File: src/rtl/fifo_arb_pkg.sv
// Shared constants and elaboration-time helpers for the FIFO write-port arbiter.
package fifo_arb_pkg;

    localparam logic ST_IDLE  = 1'b0;
    localparam logic ST_BURST = 1'b1;

    localparam int N_REQ_MIN     = 2;
    localparam int N_REQ_MAX     = 8;
    localparam int BURST_LEN_MIN = 1;
    localparam int BURST_LEN_MAX = 15;

    function automatic int clog2(input int value);
        int result;
        result = 0;
        while ((1 << result) < value) begin
            result++;
        end
        return result;
    endfunction

    function automatic bit params_ok(input int n_req, input int burst_len);
        return (n_req >= N_REQ_MIN) && (n_req <= N_REQ_MAX) &&
               (burst_len >= BURST_LEN_MIN) && (burst_len <= BURST_LEN_MAX);
    endfunction

endpackage

File: src/rtl/rr_picker.sv
// Round-robin search: first valid requester strictly after 'last', wrapping around.
module rr_picker
    import fifo_arb_pkg::*;
#(
    parameter int N_REQ = 4,
    parameter int IDX_W = clog2(N_REQ)
) (
    input  logic [N_REQ-1:0] req_valid,
    input  logic [IDX_W-1:0] last,
    output logic [N_REQ-1:0] pick_oh,
    output logic [IDX_W-1:0] pick_idx,
    output logic             found
);

    logic [IDX_W-1:0] cand;

    // NOTE: every output gets a default before the loop so no path leaves it unassigned (no latch).
    always_comb begin
        pick_oh  = '0;
        pick_idx = '0;
        found    = 1'b0;
        cand     = '0;
        for (int off = 1; off <= N_REQ; off++) begin
            cand = IDX_W'((int'(last) + off) % N_REQ);
            if (!found && req_valid[cand]) begin
                found         = 1'b1;
                pick_idx      = cand;
                pick_oh[cand] = 1'b1;
            end
        end
    end

endmodule

File: src/rtl/fifo_wr_arbiter.sv
// Shares one FIFO write port among N_REQ valid/ready producers with
// round-robin grants, each grant holding the port for up to BURST_LEN words.
module fifo_wr_arbiter
    import fifo_arb_pkg::*;
#(
    parameter int f_WIDTH   = 8,
    parameter int N_REQ     = 4,
    parameter int BURST_LEN = 4
) (
    input  logic                     clk,
    input  logic                     asyn_rst,
    input  logic                     arb_en,
    input  logic [N_REQ-1:0]         req_valid,
    input  logic [N_REQ*f_WIDTH-1:0] req_data,
    output logic [N_REQ-1:0]         req_ready,
    input  logic                     f_full,
    output logic [f_WIDTH-1:0]       f_in,
    output logic                     WR_EN,
    output logic [N_REQ-1:0]         grant,
    output logic                     busy
);

    localparam int BEAT_W = clog2(BURST_LEN + 1);
    localparam int LAST_W = clog2(N_REQ);
    localparam logic [BEAT_W-1:0] BEAT_LAST  = BEAT_W'(BURST_LEN);
    localparam logic [LAST_W-1:0] LAST_RESET = LAST_W'(N_REQ - 1);

    if (!params_ok(N_REQ, BURST_LEN)) begin : g_bad_params
        $error("fifo_wr_arbiter: N_REQ must be 2..8 and BURST_LEN 1..15");
    end

    logic              state_q,    state_d;
    logic [N_REQ-1:0]  grant_q,    grant_d;
    logic [BEAT_W-1:0] beat_cnt_q, beat_cnt_d;
    logic [LAST_W-1:0] last_q,     last_d;

    logic [N_REQ-1:0]  pick_oh;
    logic [LAST_W-1:0] pick_idx;
    logic              pick_found;
    logic [N_REQ-1:0]  accept_vec;
    logic [LAST_W-1:0] owner_idx;
    logic              owner_valid;
    logic [BEAT_W-1:0] beat_inc;

    rr_picker #(
        .N_REQ (N_REQ),
        .IDX_W (LAST_W)
    ) u_picker (
        .req_valid (req_valid),
        .last      (last_q),
        .pick_oh   (pick_oh),
        .pick_idx  (pick_idx),
        .found     (pick_found)
    );

    always_comb begin
        owner_idx = '0;
        for (int i = 0; i < N_REQ; i++) begin
            if (grant_q[i]) begin
                owner_idx = LAST_W'(i);
            end
        end
    end

    assign owner_valid = |(req_valid & grant_q);
    assign beat_inc    = beat_cnt_q + BEAT_W'(1);

    // Ready is masked by reset so the write port goes quiet the instant reset asserts.
    always_comb begin
        req_ready = '0;
        if (asyn_rst && !f_full) begin
            if (state_q == ST_BURST) begin
                req_ready = grant_q;
            end else if (arb_en && pick_found) begin
                req_ready = pick_oh;
            end
        end
    end

    assign accept_vec = req_valid & req_ready;
    assign WR_EN      = |accept_vec;

    always_comb begin
        f_in = '0;
        for (int i = 0; i < N_REQ; i++) begin
            if (accept_vec[i]) begin
                f_in = req_data[i*f_WIDTH +: f_WIDTH];
            end
        end
    end

    always_comb begin
        state_d    = state_q;
        grant_d    = grant_q;
        beat_cnt_d = beat_cnt_q;
        last_d     = last_q;
        if (state_q == ST_IDLE) begin
            grant_d = '0;
            if (WR_EN) begin
                grant_d    = pick_oh;
                beat_cnt_d = BEAT_W'(1);
                if (BURST_LEN == 1) begin
                    last_d = pick_idx;
                end else begin
                    state_d = ST_BURST;
                end
            end
        end else if (!f_full) begin
            // A full FIFO freezes the burst; otherwise the owner either writes or releases.
            if (owner_valid) begin
                beat_cnt_d = beat_inc;
                if (beat_inc == BEAT_LAST) begin
                    state_d    = ST_IDLE;
                    grant_d    = '0;
                    beat_cnt_d = '0;
                    last_d     = owner_idx;
                end
            end else begin
                state_d    = ST_IDLE;
                grant_d    = '0;
                beat_cnt_d = '0;
                last_d     = owner_idx;
            end
        end
    end

    // NOTE: state flops use non-blocking assignments so every register samples pre-edge values.
    always_ff @(posedge clk or negedge asyn_rst) begin
        if (!asyn_rst) begin
            state_q    <= ST_IDLE;
            grant_q    <= '0;
            beat_cnt_q <= '0;
            last_q     <= LAST_RESET;
        end else begin
            state_q    <= state_d;
            grant_q    <= grant_d;
            beat_cnt_q <= beat_cnt_d;
            last_q     <= last_d;
        end
    end

    assign grant = grant_q;
    assign busy  = (state_q == ST_BURST);

endmodule

File: config.mk
export PLATFORM = sky130hd
export DESIGN_NAME = fifo_wr_arbiter
export DESIGN_NICKNAME = d
export VERILOG_FILES = /design/src/rtl/fifo_arb_pkg.sv /design/src/rtl/rr_picker.sv /design/src/rtl/fifo_wr_arbiter.sv
export SDC_FILE = /design/constraint.sdc
export NUM_CORES = 1
export LEC_CHECK = 0
export CORE_MARGIN = 2
export CORE_UTILIZATION = 40
export DETAILED_ROUTE_END_ITERATION = 8
export GPL_TIMING_DRIVEN = 0
export MAX_ROUTING_LAYER = met4
export PLACE_DENSITY = 0.77
export SKIP_LAST_GASP = 1
export SYNTH_ARGS = -nofsm -noshare
export SYNTH_HDL_FRONTEND = slang
export SYNTH_SLANG_ARGS = --single-unit
File: constraint.sdc
create_clock -name clk -period 3.99 [get_ports clk]
set_clock_uncertainty 0.1 [all_clocks]
set_input_delay 0.5985 -clock clk [delete_from_list [all_inputs] [get_ports clk]]
set_output_delay 0.5985 -clock clk [all_outputs]
set_load 0.01 [all_outputs]
==> flow_summary.yaml, run 1 <==
grt:
  grt.met1_usage_pct: 27.6
  grt_first_pass_wirelength_mm: 7.54
  grt_pass1_vias: 1664
  grt_util_met3_pct: 5.24
  pin_count_of_the_biggest_net_entering_global_routing: 14
  initial_antenna_violation_count: 0
  grt-busiest-layer: "met2"
  grt_overflow: 0
  gr-usage-met2_pct: 37.5
  grt_util_all_layers_pct: 22.4
synthesis:
  yosysWarningCount: 0
  synthTopCellsByArea: "dfrtp_1, ha_1, o221a_1, nand2_1, nand2b_1"
  synth.avg_cell_area_um2: 8.09
  synthesis.nets: 245
  yosysTopAreaCellShare_pct: 12.7
  post_synth_instance_area_um2: 1580
  flip_flop_and_latch_count_after_synthesis: 10
  synth_top_cells_by_count: "nand2_1, inv_1, nor2_1"
  dominantRegCellSynth: "dfrtp_1"
  post_synth_inst_count: 195
  number_of_enable_type_register_cells_in_the_synthesized_netlist: 0
  ys_seq_area_share_pct: 16.0
  library_cell_occupying_the_most_area_in_the_post_synthesis_netlist: "dfrtp_1"
  synthMostInstantiatedCell: "nand2_1"
  ys_async_sr_fraction_pct: 100
  synth.distinct_cells: 56
drt:
  drcViolationCount: 0
  total_wire_length_after_detailed_routing_mm: 4.66
  dr.pass1.iters: 6
  num_vias: 1790
  routed_wire_length_per_instance_um: 14.9
  route.detailed.vias_per_inst: 5.72
  first_iter_violations: 202
  antenna_left: 0
setup_path:
  timing.critical_path.required_ns: 3.29
  crit_slowest_cell: "mux4_2"
  worst_path_largest_cell_delay_ns: 0.51
  crit_path_capture_type: "output port"
  critPathMaxFanout: 10
  crit_family: "compound AO/OA/AOI/OAI gates"
  setup.worst_path.start_class: "input port"
  critPathKind: "input port to output port"
  worst-endpoint-arrival_ns: 3.24
  cp.buffers_inverters: 3
  crit_path_cell_trace: "clkdlybuf4s50_1 > buf_6 > mux4_2 > a21o_1 > o32a_1 > a211o_1 > nand2b_4 > o21ai_1 > o221a_1 > clkbuf_2"
finish:
  final_layout_size_suffix_gt1_share_pct: 23.4
  utilization_pct: 63.8
  area.growth.synth_to_final_pct: 50.4
  antenna-diode-count: 0
  fin_nets: 316
  multiInputGateArea_um2: 1260
  register_area_um2: 253
  layout.filler_cells: 333
pwr:
  leakagePower_nw: 1.01
  internal_power_mw: 0.538
  share_seq_of_total_power_pct: 16.4
  combPwrFrac_pct: 69.7
  share_clk_of_total_power_pct: 14.0
  power.ir.vdd_worst_mv: 0.144
  power_switching_mw: 0.418
  power_mw: 0.956
  p_sw_share_pct: 43.7
  cellPowerDensity_nw_per_um2: 403
sta:
  setup_viol_count_final: 0
  maxSlewHeadroom_pct: 62.6
  post-route-min-period_ns: 3.93
  setup_slack_ns: 0.0556
  setup_repair_after_global_routing_missed_its_margin: "yes"
  period_share_pct: 98.6
  final_sum_of_negative_setup_slack_ns: 0
  hold_violations: 0
  fmax_mhz: 254
  actual_slew_at_the_worst_max_slew_pin_ns: 0.561
  maxSlewViolCount: 0
placement:
  pre_cts_ws_ns: -0.375
  port_buffers: 55
  place.gp.congestion: 0.884
  dp.final_hpwl_mm: 3.45
die:
  chipWidth_um: 66.8
  initial_utilization_pct: 42.5
  top_level_ports: 58
  die_area_um2: 4460
  core_um2: 3720
  chipHeight_um: 66.8
  std_cell_rows: 22
cts:
  root_buffer: "clkbuf_8"
  cts_tree: "done"
  worst_setup_hold_path_clk_slew_ns: 0.06
  cts_max_path_buffers: 2
  cts_inserted_buffers: 3
  htreeDepth: 1
  cts_num_sinks: 10
  clk_latency_ns: 0.24
outcome:
  run_status: "completed"
min_path:
  hp-class: "input port to async pin"
flow_run:
  max_cap_violations: 0
[registers in the layout (all words and copies together), names as in the netlist]
| register | flops |
|---|---|
| grant | 4 |
| last_q | 2 |
| beat_cnt_q | 3 |
| busy | 1 |
[power by group through the flow]
stage	Combinational [mW]	Sequential (mW)	Clock (mW)
4_1_cts	0.639	0.156	0.134
3_3_place_gp	0.575	0.168	0
5_1_grt	0.722	0.160	0.140
6_report	0.666	0.157	0.133
3_5_place_dp	0.579	0.168	0
2_1_floorplan	0.384	0.162	0
[timing repair]
item / 4_1_cts / 5_1_grt
gates resized for setup: 26 / 20
endpoints found under the setup margin: 11 / 13
pin swaps: 5 / 2
hold endpoints to repair: 0 / 0
setup buffers: 8 / 3
hold buffers: 0 / 0
[worst paths after layout]
kind	from	endpoint	slack, ns	cells after the start
min in group clk	beat_cnt_q[0]$_DFFE_PN0P_	beat_cnt_q[0]$_DFFE_PN0P_	0.52	2
setup reg to reg	last_q[0]$_DFFE_PN1P_	busy$_DFF_PN0_	0.97	11
max in group asynchronous	asyn_rst	busy$_DFF_PN0_	3.19	1
setup / recovery	req_valid[1]	f_in[0]	0.06	10
hold / removal	asyn_rst	beat_cnt_q[0]$_DFFE_PN0P_	0.22	1
hold reg to reg	beat_cnt_q[0]$_DFFE_PN0P_	beat_cnt_q[0]$_DFFE_PN0P_	0.52	2
[per-stage QoR]
step           hold slack (ns)  instance area (um2)  std cells
6_report                 0.225                 2370        313
5_1_grt                  0.278                 2370        313
4_1_cts                  0.518                 2360        310
3_5_place_dp             0.509                 2190        298
3_3_place_gp             0.481                 2190        298
2_1_floorplan            0.203                 1580        195
[cells in the final DEF (no fill, tap or decap), drive strengths merged, types with 3 or more instances in the layout]
cell,instances
clkbuf,12
nand2,21
o211ai,4
a31oi,3
buf,23
nor3,9
or3b,3
o221a,8
nor4b,3
nand3b,3
o21ai,21
inv,12
a21oi,6
a22o,3
a21o,6
nor2,11
a22oi,5
clkdlybuf4s50,44
ha,10
nand2b,10
dfrtp,8
[cell families (layout without fill, tap and decap cells)]
logic type | after synthesis | after routing | synth area share, %
adder cells (fa/ha/maj) | 10 | 10 | 7.93
AND/OR/NAND/NOR | 70 | 70 | 24.9
XOR/XNOR | 1 | 1 | 0.555
multiplexers | 6 | 6 | 5.55
AO/OA/AOI/OAI | 72 | 72 | 37.2
buffers and inverters | 26 | 96 | 7.85
flip-flops | 10 | 10 | 16.0
[layer usage]
| metal | vias to the layer above | share of wire, % |
|---|---|---|
| met4 | 0 | 1.6 |
| met2 | 86 | 47 |
| met5 | - | 0 |
| met3 | 10 | 8.5 |
| li1 | 875 | - |
| met1 | 819 | 43 |
[area by class of cell]
cell class                      count  share of cell area, %
Multi-Input combinational cell    159                   53.0
Timing Repair Buffer               66                   25.2
Sequential cell                    10                   10.7
Buffer                             12                   4.01
Tap cell                           48                   2.53
Inverter                           14                   2.37
Clock buffer                        4                   2.32
Note: power is estimated with default switching activity, not from simulation.
==> inputs of run 2 (changes only) <==
--- a/config.mk
+++ b/config.mk
@@ -8,7 +8,6 @@
 export CORE_MARGIN = 2
 export CORE_UTILIZATION = 40
 export DETAILED_ROUTE_END_ITERATION = 8
-export GPL_TIMING_DRIVEN = 0
 export MAX_ROUTING_LAYER = met4
 export PLACE_DENSITY = 0.77
 export SKIP_LAST_GASP = 1
==> run 2 against run 1 <==
Compared with the run above: count of clock-buffer cells in the layout unchanged; combinational power grew 5.0%; worst hold slack improved by 0.29 ns; clock power barely moved; fmax up 1.2%; first-iteration DRC count decreased by 48%; via count up 5.1%; register-to-register slack improved by 0.05 ns; global-route usage rose by 0.57 points; wire length is 4.0% higher; sequential share of layout area fell by 0.69 points; final cell count increased by 5.1%.
==> flow_summary.yaml, run 2 (same netlist as run 1, synthesis figures left out) <==
pwr:
  combPwrFrac_pct: 70.8
  power_switching_mw: 0.416
  share_seq_of_total_power_pct: 15.9
  power.ir.vdd_worst_mv: 0.170
  share_clk_of_total_power_pct: 13.3
  cellPowerDensity_nw_per_um2: 389
  p_sw_share_pct: 42.1
  internal_power_mw: 0.572
  leakagePower_nw: 1.13
sta:
  actual_slew_at_the_worst_max_slew_pin_ns: 0.558
  post-route-min-period_ns: 3.89
  maxSlewViolCount: 0
  period_share_pct: 97.5
  maxSlewHeadroom_pct: 62.8
  setup_slack_ns: 0.101
  setup_repair_after_global_routing_missed_its_margin: "no"
  setup_viol_count_final: 0
  hold_violations: 0
  fmax_mhz: 257
setup_path:
  worst-endpoint-arrival_ns: 3.19
  timing.critical_path.required_ns: 3.29
  critPathMaxFanout: 5
  setup.worst_path.start_class: "flop"
  critPathKind: "flop to output port"
  crit_path_capture_type: "output port"
finish:
  final_cell_mix: "clkdlybuf4s50_1, buf_4, nand2_1, inv_1, nor2_1"
  antenna-diode-count: 0
  layout.filler_cells: 307
  final_layout_size_suffix_gt1_share_pct: 27.4
  utilization_pct: 68.3
  layout.cells.most_common: "clkdlybuf4s50_1"
  layout.cells.non_filler: 329
  fin_nets: 332
  largest_register_ff_count: 4
  area.growth.synth_to_final_pct: 60.8
outcome:
  run_status: "completed"
cts:
  cts_num_sinks: 10
  htreeDepth: 1
  cts_max_path_buffers: 2
  root_buffer: "clkbuf_8"
  cts_hold_buffers: 0
  clk_latency_ns: 0.24
  cts_tree: "done"
  worst_setup_hold_path_clk_slew_ns: 0.05
  cts_inserted_buffers: 3
die:
  top_level_ports: 58
  std_cell_rows: 22
  die_area_um2: 4460
  core_um2: 3720
  initial_utilization_pct: 42.5
  chipWidth_um: 66.8
  chipHeight_um: 66.8
drt:
  drcViolationCount: 0
  antenna_left: 0
  dr.pass1.iters: 4
  total_wire_length_after_detailed_routing_mm: 4.84
  routed_wire_length_per_instance_um: 14.7
  first_iter_violations: 105
  num_vias: 1882
  route.detailed.vias_per_inst: 5.72
grt:
  grt_overflow: 0
  pin_count_of_the_biggest_net_entering_global_routing: 18
  grt_pass1_vias: 1821
  grt_first_pass_wirelength_mm: 7.95
  initial_antenna_violation_count: 0
  grt_util_all_layers_pct: 23.0
min_path:
  hp-class: "flop to flop"
placement:
  dp.final_hpwl_mm: 3.77
  port_buffers: 57
  numPlacedInstances: 320
  place.gp.congestion: 0.867
  pre_cts_ws_ns: -0.357
flow_run:
  max_cap_violations: 0
==> run 2: changes by cell type in the layout (fill, tap and decap cells not counted), sizes merged <==
cell / change
buf: +17
clkbuf: -6
dlymetal6s2s: +3
dlygate4sd2: +2
==> run 2: routing by layer <==
| metal | vias up | routed length [um] | track usage (%) |
|---|---|---|---|
| li1 | 905 | - | - |
| met1 | 894 | 2160 | 27.8 |
| met2 | 79 | 2330 | 41.1 |
| met3 | 4 | 316 | 3.04 |
| met4 | 0 | 31 | 4.08 |
| met5 | - | 0 | - |
==> run 2: path summary, 6_finish.rpt <==
path,slack [ns],to,cells past startpoint,from
max,0.10,f_in[7],11,last_q[1]$_DFFE_PN1P_
min,0.52,grant[0]$_DFFE_PN0P_,2,grant[0]$_DFFE_PN0P_
max reg2reg,1.02,busy$_DFF_PN0_,10,last_q[1]$_DFFE_PN1P_
min reg2reg,0.52,grant[0]$_DFFE_PN0P_,2,grant[0]$_DFFE_PN0P_
max in group asynchronous,2.93,last_q[0]$_DFFE_PN1P_,2,asyn_rst
min in group asynchronous,0.64,beat_cnt_q[2]$_DFFE_PN0P_,2,asyn_rst
==> run 2: worst max-delay path, cell delays in order (launching register included) <==
cell        delay (ns)
dfstp_2           0.56
clkinvlp_4        0.12
ha_4              0.30
mux4_2            0.32
a21o_1            0.17
o32a_1            0.36
a211o_1           0.34
nand2b_4          0.19
buf_6             0.14
o21ai_1           0.13
o221a_1           0.20
clkbuf_2          0.13
==> run 2: through the flow <==
step           power (mW)  TNS (ns)  hold slack, ns  cell area (um2)
2_1_floorplan       0.546         0           0.203             1580
3_3_place_gp        0.813     -2.33           0.481             2380
3_5_place_dp        0.823     -2.91           0.505             2380
4_1_cts             0.965    -0.320           0.517             2490
5_1_grt              1.06         0           0.545             2540
6_report            0.988         0           0.519             2540
==> run 2: timing repair <==
action                     in CTS  in global routing
setup endpoints to repair       9                 12
pin swaps                       1                  5
gates resized for setup        23                 18
hold endpoints to repair        0                  0
buffers inserted                2                  3
==> run 2: final cells by class <==
class / count / area (um2) / area share [%]
Clock buffer: 4 / 55.1 / 2.17
Inverter: 14 / 56.3 / 2.22
Multi-Input combinational cell: 159 / 1260 / 49.8
Sequential cell: 10 / 253 / 9.96
Tap cell: 48 / 60.1 / 2.37
Timing Repair Buffer: 94 / 851 / 33.5
==> run 2: power groups by stage <==
stage / Sequential [mW] / Combinational [mW] / Clock, mW
floorplan: 0.162 / 0.384 / 0
global placement: 0.155 / 0.658 / 0
detailed placement: 0.156 / 0.667 / 0
CTS: 0.155 / 0.681 / 0.129
global route: 0.161 / 0.760 / 0.136
finish: 0.157 / 0.699 / 0.132
